### config.mk
export PLATFORM = sky130hd
export DESIGN_NAME = mbe_seq_mul_ctrl
export DESIGN_NICKNAME = d
export VERILOG_FILES = /design/src/rtl/mbe_seq_mul_ctrl.sv
export SDC_FILE = /design/constraint.sdc
export NUM_CORES = 1
export LEC_CHECK = 0
export CELL_PAD_IN_SITES_DETAIL_PLACEMENT = 0
export CELL_PAD_IN_SITES_GLOBAL_PLACEMENT = 1
export CORE_UTILIZATION = 40
export DETAILED_ROUTE_END_ITERATION = 12
export MAX_ROUTING_LAYER = met4
export PLACE_DENSITY_LB_ADDON = 0.1
export RECOVER_POWER = 100
export SYNTH_ARGS = -nofsm -noshare
export SYNTH_HDL_FRONTEND = slang
export SYNTH_SLANG_ARGS = --single-unit
### constraint.sdc
create_clock -name clk -period 9.05 [get_ports clk]
set_input_delay 2.2625 -clock clk [delete_from_list [all_inputs] [get_ports clk]]
set_output_delay 2.2625 -clock clk [all_outputs]
set_load 0.02 [all_outputs]
### src/rtl/mbe_seq_mul_ctrl.sv
// Iterative unsigned NBIT x NBIT multiplier, one radix-4 Booth digit per clock.
// Optional macro MBE_EARLY_TERM_EN: finish early once the remaining multiplier bits are all zero.
module mbe_seq_mul_ctrl #(
  parameter int unsigned NBIT = 11
) (
  input  logic              clk,
  input  logic              rst_n,
  input  logic              in_valid,
  output logic              in_ready,
  input  logic [NBIT-1:0]   a,
  input  logic [NBIT-1:0]   b,
  output logic              out_valid,
  input  logic              out_ready,
  output logic [2*NBIT-1:0] product,
  output logic              busy
);

  localparam int unsigned NDIG = NBIT / 2 + 1;
  localparam int unsigned BW   = 2 * NDIG + 1;
  localparam int unsigned AW   = 2 * NBIT + 3;
  localparam int unsigned PW   = 2 * NBIT;
  localparam int unsigned CW   = $clog2(NDIG + 1);

  typedef enum logic [1:0] {ST_IDLE, ST_CALC, ST_DONE} state_e;

  state_e          state_q, state_d;
  logic [NBIT-1:0] a_q, a_d;
  logic [BW-1:0]   b_q, b_d;
  logic [AW-1:0]   acc_q, acc_d;
  logic [CW-1:0]   digit_q, digit_d;
  logic [PW-1:0]   product_q, product_d;
  logic            out_valid_q, out_valid_d;
  logic            in_ready_q, in_ready_d;
  logic            busy_q, busy_d;

  logic [CW:0]     bit_idx;
  logic [2:0]      trip;
  logic [AW-1:0]   a_ext;
  logic [AW-1:0]   pp;
  logic [AW-1:0]   sum;
  logic            last_dig;
  logic            rest_zero;

  // Booth digit selection and two's-complement partial product
  always_comb begin
    bit_idx  = {digit_q, 1'b0};
    trip     = 3'(b_q >> bit_idx);
    a_ext    = AW'(a_q);
    last_dig = (digit_q == CW'(NDIG - 1));
    unique case (trip)
      3'b001, 3'b010: pp = a_ext;
      3'b011:         pp = a_ext << 1;
      3'b100:         pp = AW'(0) - (a_ext << 1);
      3'b101, 3'b110: pp = AW'(0) - a_ext;
      default:        pp = '0;
    endcase
    sum = acc_q + (pp << bit_idx);
`ifdef MBE_EARLY_TERM_EN
    // Bit 2*digit is the low bit of the current triplet, so it must be zero too
    rest_zero = ((b_q >> bit_idx) == '0);
`else
    rest_zero = 1'b0;
`endif
  end

  // Next-state and output logic
  always_comb begin
    state_d     = state_q;
    a_d         = a_q;
    b_d         = b_q;
    acc_d       = acc_q;
    digit_d     = digit_q;
    product_d   = product_q;
    out_valid_d = out_valid_q;
    in_ready_d  = in_ready_q;
    busy_d      = busy_q;
    unique case (state_q)
      ST_IDLE: begin
        if (in_valid) begin
          a_d        = a;
          b_d        = BW'({b, 1'b0});
          acc_d      = '0;
          digit_d    = '0;
          state_d    = ST_CALC;
          in_ready_d = 1'b0;
          busy_d     = 1'b1;
        end
      end
      ST_CALC: begin
        if (rest_zero) begin
          state_d     = ST_DONE;
          product_d   = acc_q[PW-1:0];
          out_valid_d = 1'b1;
        end else begin
          acc_d   = sum;
          digit_d = digit_q + CW'(1);
          if (last_dig) begin
            state_d     = ST_DONE;
            product_d   = sum[PW-1:0];
            out_valid_d = 1'b1;
          end
        end
      end
      ST_DONE: begin
        if (out_ready) begin
          state_d     = ST_IDLE;
          out_valid_d = 1'b0;
          in_ready_d  = 1'b1;
          busy_d      = 1'b0;
        end
      end
      default: begin
        state_d     = ST_IDLE;
        out_valid_d = 1'b0;
        in_ready_d  = 1'b1;
        busy_d      = 1'b0;
      end
    endcase
  end

  always_ff @(posedge clk or negedge rst_n) begin
    if (!rst_n) begin
      state_q     <= ST_IDLE;
      a_q         <= '0;
      b_q         <= '0;
      acc_q       <= '0;
      digit_q     <= '0;
      product_q   <= '0;
      out_valid_q <= 1'b0;
      in_ready_q  <= 1'b1;
      busy_q      <= 1'b0;
    end else begin
      state_q     <= state_d;
      a_q         <= a_d;
      b_q         <= b_d;
      acc_q       <= acc_d;
      digit_q     <= digit_d;
      product_q   <= product_d;
      out_valid_q <= out_valid_d;
      in_ready_q  <= in_ready_d;
      busy_q      <= busy_d;
    end
  end

  assign in_ready  = in_ready_q;
  assign out_valid = out_valid_q;
  assign product   = product_q;
  assign busy      = busy_q;

endmodule

==> reports/results.ini, run 1 <==
[grt]
grt_antenna_before_repair = 0
grt_pass1_wl_um = 20900
track_usage_pct = 21.2
grt_max_degree = 75
grt-ovfl-total = 0
grt_pass1_vias = 4090

[worst_hold_path]
min_from = product[8]$_DFFE_PN0P_
holdCritPathClass = flop to flop
min_to = product[8]$_DFFE_PN0P_
hold-path-cell-count = 2

[clocking]
cts_root_buffer = clkbuf_16
htree_levels = 3
clockBufferDepth = 2
post_cts_buffers = 0
numClockSinks = 74
cts_buffers = 9
ctsHoldBuffers = 0
clk_latency_ns = 0.35
cts_tree = done
path_clk_slew_ns = 0.06
cts_resized = 0

[route]
num_vias = 4257
drtPass1Iterations = 4
drc = 0
dr.first_iter.drc_count = 187
wl_per_cell_um = 15.7
wirelength_um = 12400
drt-vias-per-instance = 5.40
postRouteAntennaNets = 0

[timing]
slew_violations = 123
max_freq_mhz = 173
finalSetupViolCount = 0
clock_skew_ns = 0.00917
setup-tns-final_ns = 0
period_minus_slack_ns = 5.78
worstMarginPinSlew_ns = 4.06
period_share_pct = 63.8
hold_viol = 0
rsz0062_at_grt = no
setup_slack_ns = 3.27
relSlewSlack_pct = -171

[cells_and_area]
fin_cells = 789
drive_gt1_share_pct = 8.86
n_antenna_cell = 0
utilization_pct = 49.2
area_growth_pct = 18.4
fill_cells = 1198
nets = 668

[yosys]
syn_area_per_cell_um2 = 8.73
synth_seq_cells = 74
syn_inst = 582
ys_types = 59
yosys_warnings = 0
synth_edf_count = 0
synthArstFlopShare_pct = 100
syn_nets = 633
synth_flop_cell = dfrtp_1
seq_area_frac_synth_pct = 36.5
synthesis.area_um2 = 5080

[setup_path]
critPathKind = flop to flop
regToRegStartpoint = digit_q[0]$_DFFE_PN0P_
cp-startpoint = digit_q[0]$_DFFE_PN0P_
r2r_end = product[21]$_DFFE_PN0P_
start_kind = flop
regToRegSetupSlack_ns = 3.27
critPathMaxFanout = 27
end_kind = flop
crit_required_ns = 9.27
cp_data_arrival_time_ns = 6.00
reg2reg_depth = 19

[floorplan]
fp.dieW_um = 115
start_util_pct = 41.6
fp.coreArea_um2 = 12200
ios = 51
rows = 40
die_y_um = 115
dieArea_um2 = 13200

[placement]
io_buffers = 50
place_congestion = 0.868
dp.cells = 774
dp_worst_setup_slack_ns = 3.36
dp_hpwl_um = 9140

[status]
status = complete, but fails checks
violations = max-capacitance violations, max-slew violations

[run]
drv_cap = 2

## cells by family (layout without fill, tap and decap cells)
| group | count (synthesis) | count (layout) | synth area share, % |
|---|---|---|---|
| xor gates and xnor gates | 36 | 36 | 6.21 |
| AOI/OAI and AO/OA | 175 | 175 | 21.9 |
| buffers and inverters | 44 | 83 | 3.50 |
| and+or+nand+nor | 185 | 185 | 16.3 |
| muxes | 43 | 43 | 9.31 |
| DFF | 74 | 74 | 36.5 |
| adders and majority gates | 25 | 25 | 6.31 |
## sequential cells by signal (all words and copies together) (netlist names)
signal     count
acc_q         22
product       22
a_q           11
b_q           11
digit_q        3
state_q        2
busy           1
in_ready       1
out_valid      1
## metal layers
metal / GRT usage (%) / part of all wire (%) / vias up
met4: 7.36 / 1.8 / 0
met3: 4.02 / 3.2 / 12
met2: 33.6 / 48 / 75
li1: - / - / 2173
met1: 27.1 / 47 / 1997
met5: - / 0 / -
## cells in the final DEF (no fill, tap or decap), types with 17 or more instances in the layout
cell / synthesis / layout
a21oi_1: 36 / 36
clkdlybuf4s50_1: 0 / 22
dfrtp_1: 73 / 73
dlygate4sd3_1: 0 / 27
ha_1: 24 / 24
mux2_2: 24 / 24
mux2i_1: 18 / 18
nand2_1: 93 / 93
nor2_1: 33 / 32
o21ai_0: 54 / 55
o22ai_1: 20 / 20
xnor2_1: 17 / 17
xor2_1: 19 / 19
## cells in the mapped netlist (all sizes together) (17+ instances only)
| library cell | instances | area [µm²] |
|---|---|---|
| o21ai | 55 | 275 |
| nor2 | 33 | 124 |
| dfrtp | 73 | 1830 |
| mux2 | 24 | 270 |
| clkbuf | 22 | 82.6 |
| a21oi | 36 | 180 |
| nand2 | 93 | 349 |
| xor2 | 19 | 166 |
| ha | 24 | 300 |
| xnor2 | 17 | 149 |
| mux2i | 18 | 180 |
| o22ai | 20 | 125 |
## stage by stage
| step | hold WS (ns) | cell area [µm²] |
|---|---|---|
| after CTS | 0.482 | 6020 |
| after global placement | 0.456 | 5700 |
| after detailed placement | 0.466 | 5700 |
| final | 0.470 | 6010 |
| after global routing | 0.486 | 6010 |
| after floorplan | 0.456 | 5080 |
## critical path, cell delays in order, from the launching register on
cell	delay (ns)
dfrtp_1	0.94
mux2i_1	0.20
o21ai_0	0.48
nand2_1	0.46
nor2_1	0.31
a22o_1	0.17
a21oi_1	0.06
mux2i_1	0.24
mux2i_1	0.15
nor2_1	0.19
ha_1	0.32
a211oi_1	0.43
o211ai_1	0.21
a41oi_1	0.48
a21oi_1	0.21
nand4_1	0.16
a31oi_1	0.10
xor2_1	0.30
xnor2_1	0.15
o21ai_0	0.08
## worst max path at each step
stage / end / slack [ns] / cells past startpoint
2_1_floorplan: acc_q[21]$_DFFE_PN0P_ / 4.80 / 21
3_3_place_gp: product[21]$_DFFE_PN0P_ / 3.45 / 19
3_5_place_dp: acc_q[21]$_DFFE_PN0P_ / 3.36 / 19
4_1_cts: acc_q[21]$_DFFE_PN0P_ / 3.32 / 19
5_1_grt: acc_q[9]$_DFFE_PN0P_ / 2.60 / 1
6_report: product[21]$_DFFE_PN0P_ / 3.27 / 19
## layout make-up
type,count,area (µm²),area share (%)
clock buffer,9,225,3.75
clock inverter,6,91.3,1.52
inverter,13,48.8,0.811
multi-input combinational,464,3060,50.8
sequential,74,1850,30.8
tap,168,210,3.50
timing repair buffer,55,528,8.78
Power of run 1 is not shown: default switching activity piles up to over one toggle a cycle in this logic, so the estimate is an artifact.
==> inputs of run 2 (changes only) <==
- clock period: 9.05 -> 4.65 ns (I/O delays scaled with it)
==> run 2 against run 1 <==
Effect of this change: the flow still finishes with violations (max-capacitance violations, max-slew violations); hold slack got worse by 0.0036 ns; routed wire length increased by 13%; global-route usage increased by 1.2 points; utilization increased by 7.5 points; flip-flop and latch count unchanged; first-iteration DRC count increased by 12%; non-clock buffer count increased by 84; clock skew decreased by 0.0013 ns; worst setup slack got worse by 3.2 ns; highest routed layer unchanged.
==> reports/results.ini, run 2 (synthesized netlist as in run 1, its figures left out) <==
[clocking]
htree_levels = 3
cts_tree = done
path_clk_slew_ns = 0.06
numClockSinks = 74
cts_root_buffer = clkbuf_16
clockBufferDepth = 2
clk_latency_ns = 0.35
cts_buffers = 9
ctsHoldBuffers = 0

[run]
drv_cap = 1

[route]
dr.first_iter.drc_count = 210
num_vias = 4711
wl_per_cell_um = 15.9
postRouteAntennaNets = 0
drtPass1Iterations = 4
drc = 0
drt-vias-per-instance = 5.39
wirelength_um = 13900

[grt]
grt_pass1_vias = 4534
use_met2_pct = 37.9
grt_antenna_before_repair = 0
grt-ovfl-total = 0
grt_max_degree = 75
grt_util_met1_pct = 27.0
grt.busiest_layer = met2
grtUsageMet3_pct = 3.71
track_usage_pct = 22.4
grt_pass1_wl_um = 22200

[status]
violations = max-capacitance violations, max-slew violations
status = complete, but fails checks

[floorplan]
dieArea_um2 = 13200
rows = 40
start_util_pct = 41.6
die_y_um = 115
fp.coreArea_um2 = 12200
ios = 51
fp.dieW_um = 115

[worst_hold_path]
hold-path-cell-count = 2
min_to = product[0]$_DFFE_PN0P_
holdCritPathClass = flop to flop
min_from = product[0]$_DFFE_PN0P_

[setup_path]
reg2reg_depth = 22
critPathMaxFanout = 5
cp_data_arrival_time_ns = 4.77
regToRegSetupSlack_ns = 0.11
r2r_end = product[21]$_DFFE_PN0P_
critPathKind = flop to flop
end_kind = flop
crit_path_frequent_cell = buf_4
crit_required_ns = 4.88
start_kind = flop
critPathSlowestCell = mux4_2
path_cells = mux4_2 -> a22oi_4 -> buf_4 -> nand3_2 -> nor4b_2 -> a221oi_2 -> buf_4 -> mux2_2 -> nor2_1 -> a21oi_1 -> o21ai_1 -> ha_1 -> nand2_1 -> o211ai_1 -> a41oi_2 -> a21oi_2 -> nand4_1 -> a31oi_1 -> xor2_1 -> buf_4 -> xnor2_1 -> o21ai_1
critPathMaxStageDelay_ns = 0.57
regToRegStartpoint = digit_q[0]$_DFFE_PN0P_

[cells_and_area]
layout_commonest_cell = nand2_1
drive_gt1_share_pct = 26.2
layout_common_cells = 93 x nand2_1, 86 x buf_4, 71 x dfrtp_1, 45 x o21ai_0
n_antenna_cell = 0
nets = 753
area_growth_pct = 36.4
fin_cells = 874

[timing]
worstMarginPinSlew_ns = 1.87
period_minus_slack_ns = 4.54
finalSetupViolCount = 0
slew_violations = 75
max_freq_mhz = 220
hold_viol = 0
relSlewSlack_pct = -24.7
period_share_pct = 97.6
hold_slack_ns = 0.466
clock_skew_ns = 0.00785

[placement]
dp.cells = 847
place_congestion = 0.881
io_buffers = 50
dp_hpwl_um = 10100

[run 2: cell count changes in the layout (fill, tap and decap cells not counted), sizes merged]
cell      delta
buf         +84
clkinv       +3
inv          -1
clkbuf       +1
clkinvlp     -3
nand3        +1
[run 2: worst max-delay path by stage]
stage | start | end | slack, ns
final | digit_q[0]$_DFFE_PN0P_ | product[21]$_DFFE_PN0P_ | 0.11
after floorplan | digit_q[2]$_DFFE_PN0P_ | acc_q[21]$_DFFE_PN0P_ | 0.40
after global placement | digit_q[0]$_DFFE_PN0P_ | acc_q[20]$_DFFE_PN0P_ | -0.09
after global routing | digit_q[0]$_DFFE_PN0P_ | acc_q[21]$_DFFE_PN0P_ | -0.13
after CTS | digit_q[0]$_DFFE_PN0P_ | acc_q[20]$_DFFE_PN0P_ | 0.004
after detailed placement | digit_q[0]$_DFFE_PN0P_ | acc_q[21]$_DFFE_PN0P_ | -0.22
[run 2: worst max-delay path: cells and delay by family (launching register included)]
family          cells  cell delay [ns]
xor+xnor            2             0.31
buf+inv             3             0.48
compound gates      9             1.36
simple gates        5             0.80
fa+ha+maj           1             0.21
mux                 2             0.84
flops               1             0.40
[run 2: final cells by class]
| type | instances | area [µm²] |
|---|---|---|
| Clock buffer | 10 | 239 |
| Clock inverter | 5 | 78.8 |
| Fill cell | 1163 | 5280 |
| Inverter | 13 | 48.8 |
| Multi-Input combinational cell | 465 | 3330 |
| Sequential cell | 74 | 1860 |
| Tap cell | 168 | 210 |
| Timing Repair Buffer | 139 | 1170 |
[run 2: through the flow]
step           setup TNS [ns]  setup slack (ns)  cell area [µm²]  util, %
5_1_grt                -0.273            -0.126             6930     56.7
3_5_place_dp            -1.21            -0.218             6250     51.2
6_report                    0             0.112             6930     56.7
4_1_cts                     0           0.00410             6600     54.1
2_1_floorplan               0             0.395             5080        -
3_3_place_gp           -0.440           -0.0853             6250     51.2
[run 2: what timing repair did]
action | in CTS | in global routing
cloned | 0 | 1
setup buffers | 0 | 12
pin swaps | 0 | 18
resized for setup | 8 | 58
setup endpoints to repair | 12 | 18
[run 2: routing by layer]
| layer | vias up | routed length, µm |
|---|---|---|
| met3 | 21 | 321 |
| met2 | 67 | 7110 |
| met5 | - | 0 |
| met4 | 0 | 287 |
| met1 | 2281 | 6220 |
| li1 | 2342 | - |
Power of run 2 is left out for the same reason.
==> inputs of run 3 (changes only) <==
--- a/config.mk
+++ b/config.mk
@@ -14,2 +14,3 @@
 export RECOVER_POWER = 100
+export SLEW_MARGIN = 10
 export SYNTH_ARGS = -nofsm -noshare
--- a/constraint.sdc
+++ b/constraint.sdc
@@ -3,2 +3,2 @@
 set_output_delay 1.1625 -clock clk [all_outputs]
-set_load 0.02 [all_outputs]
+set_load 0.1 [all_outputs]
==> results of run 3 <==
The final DEF is identical to that of run 2; final timing and power are the same.
Power of run 3 is left out for the same reason.
